**config.mk**
```make
export PLATFORM = sky130hd
export DESIGN_NAME = ps2_key_decoder
export DESIGN_NICKNAME = d
export VERILOG_FILES = /design/src/rtl/ps2_key_decoder.sv
export SDC_FILE = /design/constraint.sdc
export NUM_CORES = 1
export LEC_CHECK = 0
export ABC_AREA = 1
export CAP_MARGIN = 0
export CORE_MARGIN = 5
export CORE_UTILIZATION = 55
export DETAILED_ROUTE_END_ITERATION = 8
export HOLD_SLACK_MARGIN = 0.05
export MAX_ROUTING_LAYER = met4
export PLACE_DENSITY = 0.76
export SLEW_MARGIN = 20
export SYNTH_ARGS = -nofsm -noshare
export SYNTH_HDL_FRONTEND = slang
export SYNTH_SLANG_ARGS = --single-unit
export TNS_END_PERCENT = 20
```
**constraint.sdc**
```tcl
create_clock -name clock -period 2.2 [get_ports clock]
set_input_delay 0.22 -clock clock [delete_from_list [all_inputs] [get_ports clock]]
set_output_delay 0.22 -clock clock [all_outputs]
set_load 0.03 [all_outputs]
```
**src/rtl/ps2_key_decoder.sv**
```systemverilog
// PS/2 keyboard receiver: turns arrow-key and 'S' make codes into a held
// one-hot direction, a direction-update strobe and a start strobe.
module ps2_key_decoder #(
  parameter int unsigned FILTER_LEN     = 8,
  parameter int unsigned TIMEOUT_CYCLES = 50000
) (
  input  logic       clock,
  input  logic       reset,
  input  logic       ps2_clk,
  input  logic       ps2_dat,
  output logic [3:0] direction,
  output logic       dir_pulse,
  output logic       start_key,
  output logic       rx_error
);

  localparam int unsigned FW = (FILTER_LEN > 1) ? $clog2(FILTER_LEN) : 1;
  localparam int unsigned TW = $clog2(TIMEOUT_CYCLES + 1);

  typedef enum logic [1:0] {
    IDLE   = 2'd0,
    DATA   = 2'd1,
    PARITY = 2'd2,
    STOP   = 2'd3
  } frame_state_t;

  logic [1:0]   clk_sync;
  logic [1:0]   dat_sync;
  logic         clk_s;
  logic         dat_s;

  logic [FW-1:0] filt_cnt;
  logic          filt_lvl;
  logic          filt_prev;
  logic          fall_c;

  frame_state_t  fstate;
  logic [7:0]    shift;
  logic [2:0]    bit_cnt;
  logic          parity_bit;
  logic [TW-1:0] tmo_cnt;
  logic          byte_valid;
  logic [7:0]    rx_byte;
  logic          frame_bad;

  logic          ext;
  logic          brk;
  logic [8:0]    held;
  logic [8:0]    key_c;

  assign clk_s  = clk_sync[1];
  assign dat_s  = dat_sync[1];
  assign fall_c = filt_prev & ~filt_lvl;
  assign key_c  = {ext, rx_byte};

  // Two-flop synchronisers on both PS/2 lines; idle level is high.
  always_ff @(posedge clock) begin
    if (reset) begin
      clk_sync <= 2'b11;
      dat_sync <= 2'b11;
    end else begin
      clk_sync <= {clk_sync[0], ps2_clk};
      dat_sync <= {dat_sync[0], ps2_dat};
    end
  end

  // Glitch filter: accept a new ps2_clk level after FILTER_LEN agreeing samples.
  always_ff @(posedge clock) begin
    if (reset) begin
      filt_cnt  <= '0;
      filt_lvl  <= 1'b1;
      filt_prev <= 1'b1;
    end else begin
      filt_prev <= filt_lvl;
      if (clk_s == filt_lvl) begin
        filt_cnt <= '0;
      end else if (filt_cnt == FW'(FILTER_LEN - 1)) begin
        filt_lvl <= clk_s;
        filt_cnt <= '0;
      end else begin
        filt_cnt <= filt_cnt + FW'(1);
      end
    end
  end

  // Frame FSM: start, 8 data bits LSB first, odd parity, stop; with timeout.
  always_ff @(posedge clock) begin
    if (reset) begin
      fstate     <= IDLE;
      shift      <= '0;
      bit_cnt    <= '0;
      parity_bit <= 1'b0;
      tmo_cnt    <= '0;
      byte_valid <= 1'b0;
      rx_byte    <= '0;
      frame_bad  <= 1'b0;
      rx_error   <= 1'b0;
    end else begin
      byte_valid <= 1'b0;
      frame_bad  <= 1'b0;
      rx_error   <= 1'b0;

      if (fstate == IDLE || fall_c) begin
        tmo_cnt <= '0;
      end else begin
        tmo_cnt <= tmo_cnt + TW'(1);
      end

      if (fstate != IDLE && !fall_c && tmo_cnt == TW'(TIMEOUT_CYCLES - 1)) begin
        // Keyboard went quiet mid-frame: drop the partial byte.
        fstate   <= IDLE;
        shift    <= '0;
        bit_cnt  <= '0;
        tmo_cnt  <= '0;
        rx_error <= 1'b1;
      end else if (fall_c) begin
        case (fstate)
          IDLE: begin
            if (!dat_s) begin
              fstate  <= DATA;
              bit_cnt <= '0;
            end
          end
          DATA: begin
            shift   <= {dat_s, shift[7:1]};
            bit_cnt <= bit_cnt + 3'd1;
            if (bit_cnt == 3'd7) begin
              fstate <= PARITY;
            end
          end
          PARITY: begin
            parity_bit <= dat_s;
            fstate     <= STOP;
          end
          STOP: begin
            if (dat_s && (^{shift, parity_bit})) begin
              byte_valid <= 1'b1;
              rx_byte    <= shift;
            end else begin
              rx_error  <= 1'b1;
              frame_bad <= 1'b1;
            end
            fstate <= IDLE;
          end
          default: fstate <= IDLE;
        endcase
      end
    end
  end

  // Scan-code decoder: E0/F0 prefixes, typematic suppression, key mapping.
  always_ff @(posedge clock) begin
    if (reset) begin
      ext       <= 1'b0;
      brk       <= 1'b0;
      held      <= '0;
      direction <= 4'b0000;
      dir_pulse <= 1'b0;
      start_key <= 1'b0;
    end else begin
      dir_pulse <= 1'b0;
      start_key <= 1'b0;
      if (frame_bad) begin
        ext <= 1'b0;
        brk <= 1'b0;
      end else if (byte_valid) begin
        if (rx_byte == 8'hE0) begin
          ext <= 1'b1;
        end else if (rx_byte == 8'hF0) begin
          brk <= 1'b1;
        end else begin
          ext <= 1'b0;
          brk <= 1'b0;
          if (brk) begin
            if (key_c == held) begin
              held <= '0;
            end
          end else if (key_c != held) begin
            held <= key_c;
            case (key_c)
              9'h175: begin direction <= 4'b1000; dir_pulse <= 1'b1; end
              9'h172: begin direction <= 4'b0100; dir_pulse <= 1'b1; end
              9'h16B: begin direction <= 4'b0010; dir_pulse <= 1'b1; end
              9'h174: begin direction <= 4'b0001; dir_pulse <= 1'b1; end
              9'h01B: start_key <= 1'b1;
              default: ;
            endcase
          end
        end
      end
    end
  end

endmodule

```
# After elaboration in Yosys (flattened, before gate mapping)
# Index checks and enable logic that the tools add are counted.
[totals]
ff_bits = 67
inputBits = 4
elab_cells = 102
[op_classes]
n_addsub = 3
eq_ne = 20
muxes = 19
n_bitwise = 12
reduce_logical = 28
[ops]
columns = ["operator", "count"]
rows = [
  ["9-bit equality test (second input constant)", 4],
  ["9-bit 2-to-1 mux", 3],
  ["16-bit by 1-bit adder with 16-bit output (second input constant)", 1],
  ["16-bit equality test (second input constant)", 1],
  ["8-bit equality test (second input constant)", 2],
  ["4-bit one-hot mux with 4 select lines", 1],
  ["1-bit inverter", 11],
  ["1-bit 2-to-1 mux", 10],
  ["9-bit by 5-bit equality test with 1-bit output (second input constant)", 1],
  ["9-bit equality test", 1],
  ["9-bit != test", 1],
  ["3-bit AND reduction", 3],
  ["9-bit parity", 1],
  ["2-bit one-hot mux with 4 select lines", 1],
  ["2-bit AND reduction", 4],
  ["4-bit OR reduction", 2],
  ["7-bit AND reduction", 1],
  ["7-bit OR reduction", 1],
  ["3-bit by 1-bit adder with 3-bit output (second input constant)", 2],
  ["3-bit equality test (second input constant)", 2],
  ["2-bit != test (second input constant)", 3],
  ["3-bit one-hot mux with 2 select lines", 1],
  ["6-bit AND reduction", 1],
  ["2-bit nonzero test", 3],
  ["15 further kinds", 21],
]

# Logic depth before layout (Yosys ltp)
[logic_depth]
depth_word = 7
ltp_mapped = 12
depth_no_buf = 12

# Least setup slack after synthesis
# No wires, ideal clock.
[synth_path]
kind = "register to register"
startpoint = "register tmo_cnt[0]"
endpoint = "register tmo_cnt[12]"
arrival_ns = 1.383
required_ns = 2.075
path_slack_ns = 0.692
stages_incl_launch_ff = 11
period_less_slack_ns = 1.508
cell_sequence = "dfxtp_1 > ha_1 > nand2_1 > inv_1 > nand2_1 > nor2_1 > nand3_1 > nor2_1 > inv_1 > nor3_1 > nor3_1"
[synth_via]
elab_chain_cells = 3
[synth_lines]
columns = ["element", "line", "rtl"]
rows = [
  ["start, declared", "41", "logic [TW-1:0] tmo_cnt;"],
  ["start signal, assigned", "106", "tmo_cnt <= tmo_cnt + TW'(1);"],
  ["parallel branches: the longest is 3 deep, another holds 16-bit by 1-bit adder with 16-bit output", "--", ""],
]
# Several ways; the timed one is not identified.
# A chain may end at the register's enable or synchronous reset.

# Worst setup path in the final report
[layout_path]
startpoint = "register tmo_cnt[0]"
endpoint = "register tmo_cnt[3]"
# Same word-level chain as after synthesis.

==> impl_metrics.json <==
{
  "status": "complete, no violations",
  "synth_nets": 502,
  "postCtsHoldBufs": 0,
  "viasPerCell": 5.20,
  "p_total_mw": 2.11,
  "hold_viol_final": 0,
  "clkPwrFrac": 0.404,
  "dpl_cell_area_um2": 3570,
  "antenna_found_initial": 0,
  "avgSynthCellArea_um2": 6.95,
  "place_ws_ns": 0.373,
  "p_int_mw": 1.63,
  "die_h_um": 88.6,
  "drtIter0Drc": 145,
  "drive_gt1_frac": 0.105,
  "tightest_slew_ns": 0.641,
  "worst_ir_drop_vdd_uv": 407,
  "start_util": 0.571,
  "gp_congestion": 0.882,
  "cp.buffers_inverters": 1,
  "worstPathCellList": "ha_1 -> nand2_1 -> inv_1 -> nand2_1 -> nor2_1 -> nand4_1 -> nand3_1 -> nor3b_1",
  "max_freq_ghz": 0.538,
  "wl_per_cell_um": 11.7,
  "reg2reg_from": "tmo_cnt[0]",
  "slew_headroom": 0.572,
  "pwr-share-seq": 0.577,
  "antenna_cells": 0,
  "fp.dieW_um": 88.6,
  "setup_violations": 0,
  "synthDistinctLibCells": 37,
  "first_pass_iters": 5,
  "clock_latency_ns": 0.35,
  "antenna_left": 0,
  "critical_path.top_delay_family": "simple AND/OR/NAND/NOR gates",
  "maxCapViolCount": 0,
  "nets": 515,
  "skew_ns": 0.00985,
  "cts_root_buf": "clkbuf_8",
  "cts_resized": 0,
  "cts_buffer_depth": 2,
  "worst_setup_path_start_kind": "flip-flop",
  "ys_seq_elements": 67,
  "mostFrequentLayoutCell": "nand2_1",
  "fin_area_um2": 3730,
  "synth_ff_type": "dfxtp_1",
  "grt_start_max_net_pins": 20,
  "yosysSeqAreaShare": 0.394,
  "vias": 3020,
  "comb_power_share": 0.019,
  "grt_pass1_vias": 2777,
  "fin_hold_ws_ns": 0.419,
  "setup-tns-final_ns": 0,
  "yosys_warnings": 0,
  "ios": 11,
  "syn_inst": 489,
  "switchingPower_mw": 0.480,
  "worstHoldPathType": "reg2reg",
  "die_area_um2": 7860,
  "worstPathMaxFanout": 16,
  "synth_top_cell_area_share": 0.394,
  "hp-start": "clk_sync[0]",
  "finalMaxSlewViolations": 0,
  "max_stage_delay_ns": 0.46,
  "ys_top_cells_by_area": "dfxtp_1, nand2_1, nor2_1",
  "ys_async_sr_fraction": 0,
  "path_class": "reg2reg",
  "detail_route.wirelength_mm": 6.82,
  "finalCritPeriodShare": 0.845,
  "crit_required_ns": 2.45,
  "cts_htree_levels": 3,
  "layout_setup_ws_ns": 0.341,
  "grt_overflow": 0,
  "io_buffers": 10,
  "sw_frac_of_total": 0.228,
  "critPathArrivalTime_ns": 2.11,
  "clock_sinks": 67,
  "clk_pin_slew_worst_paths_ns": 0.07,
  "period_needed_ns": 1.86,
  "end_kind": "flip-flop",
  "hpwl_mm": 5.00,
  "rsz0062_at_grt": "false",
  "final_cell_mix": "nand2_1, dfxtp_1, nor2_1, inv_1, nand4_1",
  "utilization": 0.626,
  "cp-startpoint": "tmo_cnt[0]",
  "grt_pass1_wl_mm": 11.9,
  "instances_no_fill": 581,
  "cpMostUsedCell": "nand2_1",
  "area_growth_pct": 9.57,
  "leakage_nw": 1.45,
  "cp_slowest_cell": "nand3_1",
  "power_density_nw_per_um2": 566,
  "grt.total_usage": 0.200,
  "synth_area_um2": 3400,
  "cts_tree": "yes",
  "fp-row-count": 28,
  "post_cts_buffers": 0,
  "numCtsBuffers": 9,
  "synth_edf_count": 0,
  "dp_cells": 566,
  "synth_top_area_cell": "dfxtp_1",
  "core_um2": 5960,
  "drc": 0
}
-- final timing paths --
check                                   end  slack [ns]  cells past startpoint
worst max-delay path             tmo_cnt[3]        0.34                      8
worst min-delay path            clk_sync[1]        0.42                      1
worst max register to register   tmo_cnt[3]        0.34                      8
worst min register to register  clk_sync[1]        0.42                      1
-- flip-flops by register name, summed over array words and instances, names as in the netlist --
register,count
rx_error,1
dir_pulse,1
held,9
filt_cnt,3
direction,4
dat_sync,2
byte_valid,1
shift,8
tmo_cnt,16
fstate,2
brk,1
bit_cnt,3
clk_sync,2
parity_bit,1
rx_byte,8
ext,1
frame_bad,1
filt_lvl,1
start_key,1
filt_prev,1
-- cells by family after synthesis --
| group | Yosys count | synth area share |
|---|---|---|
| AND/OR/NAND/NOR | 300 | 0.414 |
| buffers and inverters | 69 | 0.0809 |
| flip-flops | 67 | 0.394 |
| AO/OA/AOI/OAI | 35 | 0.0545 |
| XOR/XNOR | 9 | 0.0232 |
| adder cells (fa/ha/maj) | 9 | 0.0331 |
-- layer usage --
layer / GRT usage / vias to the layer above / share of wire
met4: 0.111 / 0 / 0.026
met2: 0.328 / 54 / 0.49
met3: 0.0326 / 17 / 0.037
met5: - / - / 0
met1: 0.230 / 1356 / 0.45
li1: - / 1593 / -
-- power groups by stage --
stage	clock network (mW)	registers, mW	logic (mW)
finish	0.852	1.22	0.0396
global route	0.942	1.22	0.0440
CTS	0.875	1.22	0.0396
detailed placement	0	1.25	0.0395
global placement	0	1.25	0.0394
floorplan	0	1.25	0.0241
-- synth_stat cells (2+ instances only) --
master,instances
inv_1,48
nor3_2,2
nor2_1,64
nor2_4,4
inv_2,7
nand3_1,28
clkbuf_1,5
ha_1,9
nand4_1,29
or2_2,4
nand2_2,6
buf_4,3
xor2_1,5
nand2_1,137
buf_2,4
xnor2_1,4
o21ai_0,6
nor2_2,2
nand3_2,4
dfxtp_1,67
nor3_1,11
a21oi_1,25
-- cell type report --
| type | instances | area (um^2) |
|---|---|---|
| sequential | 67 | 1340 |
| clock inverter | 5 | 31.3 |
| inverter | 56 | 210 |
| fill | 545 | 2230 |
| timing repair buffer | 15 | 138 |
| tap | 75 | 93.8 |
| clock buffer | 10 | 128 |
| multi-input combinational | 353 | 1780 |
Power figures use the tool's default switching activity.
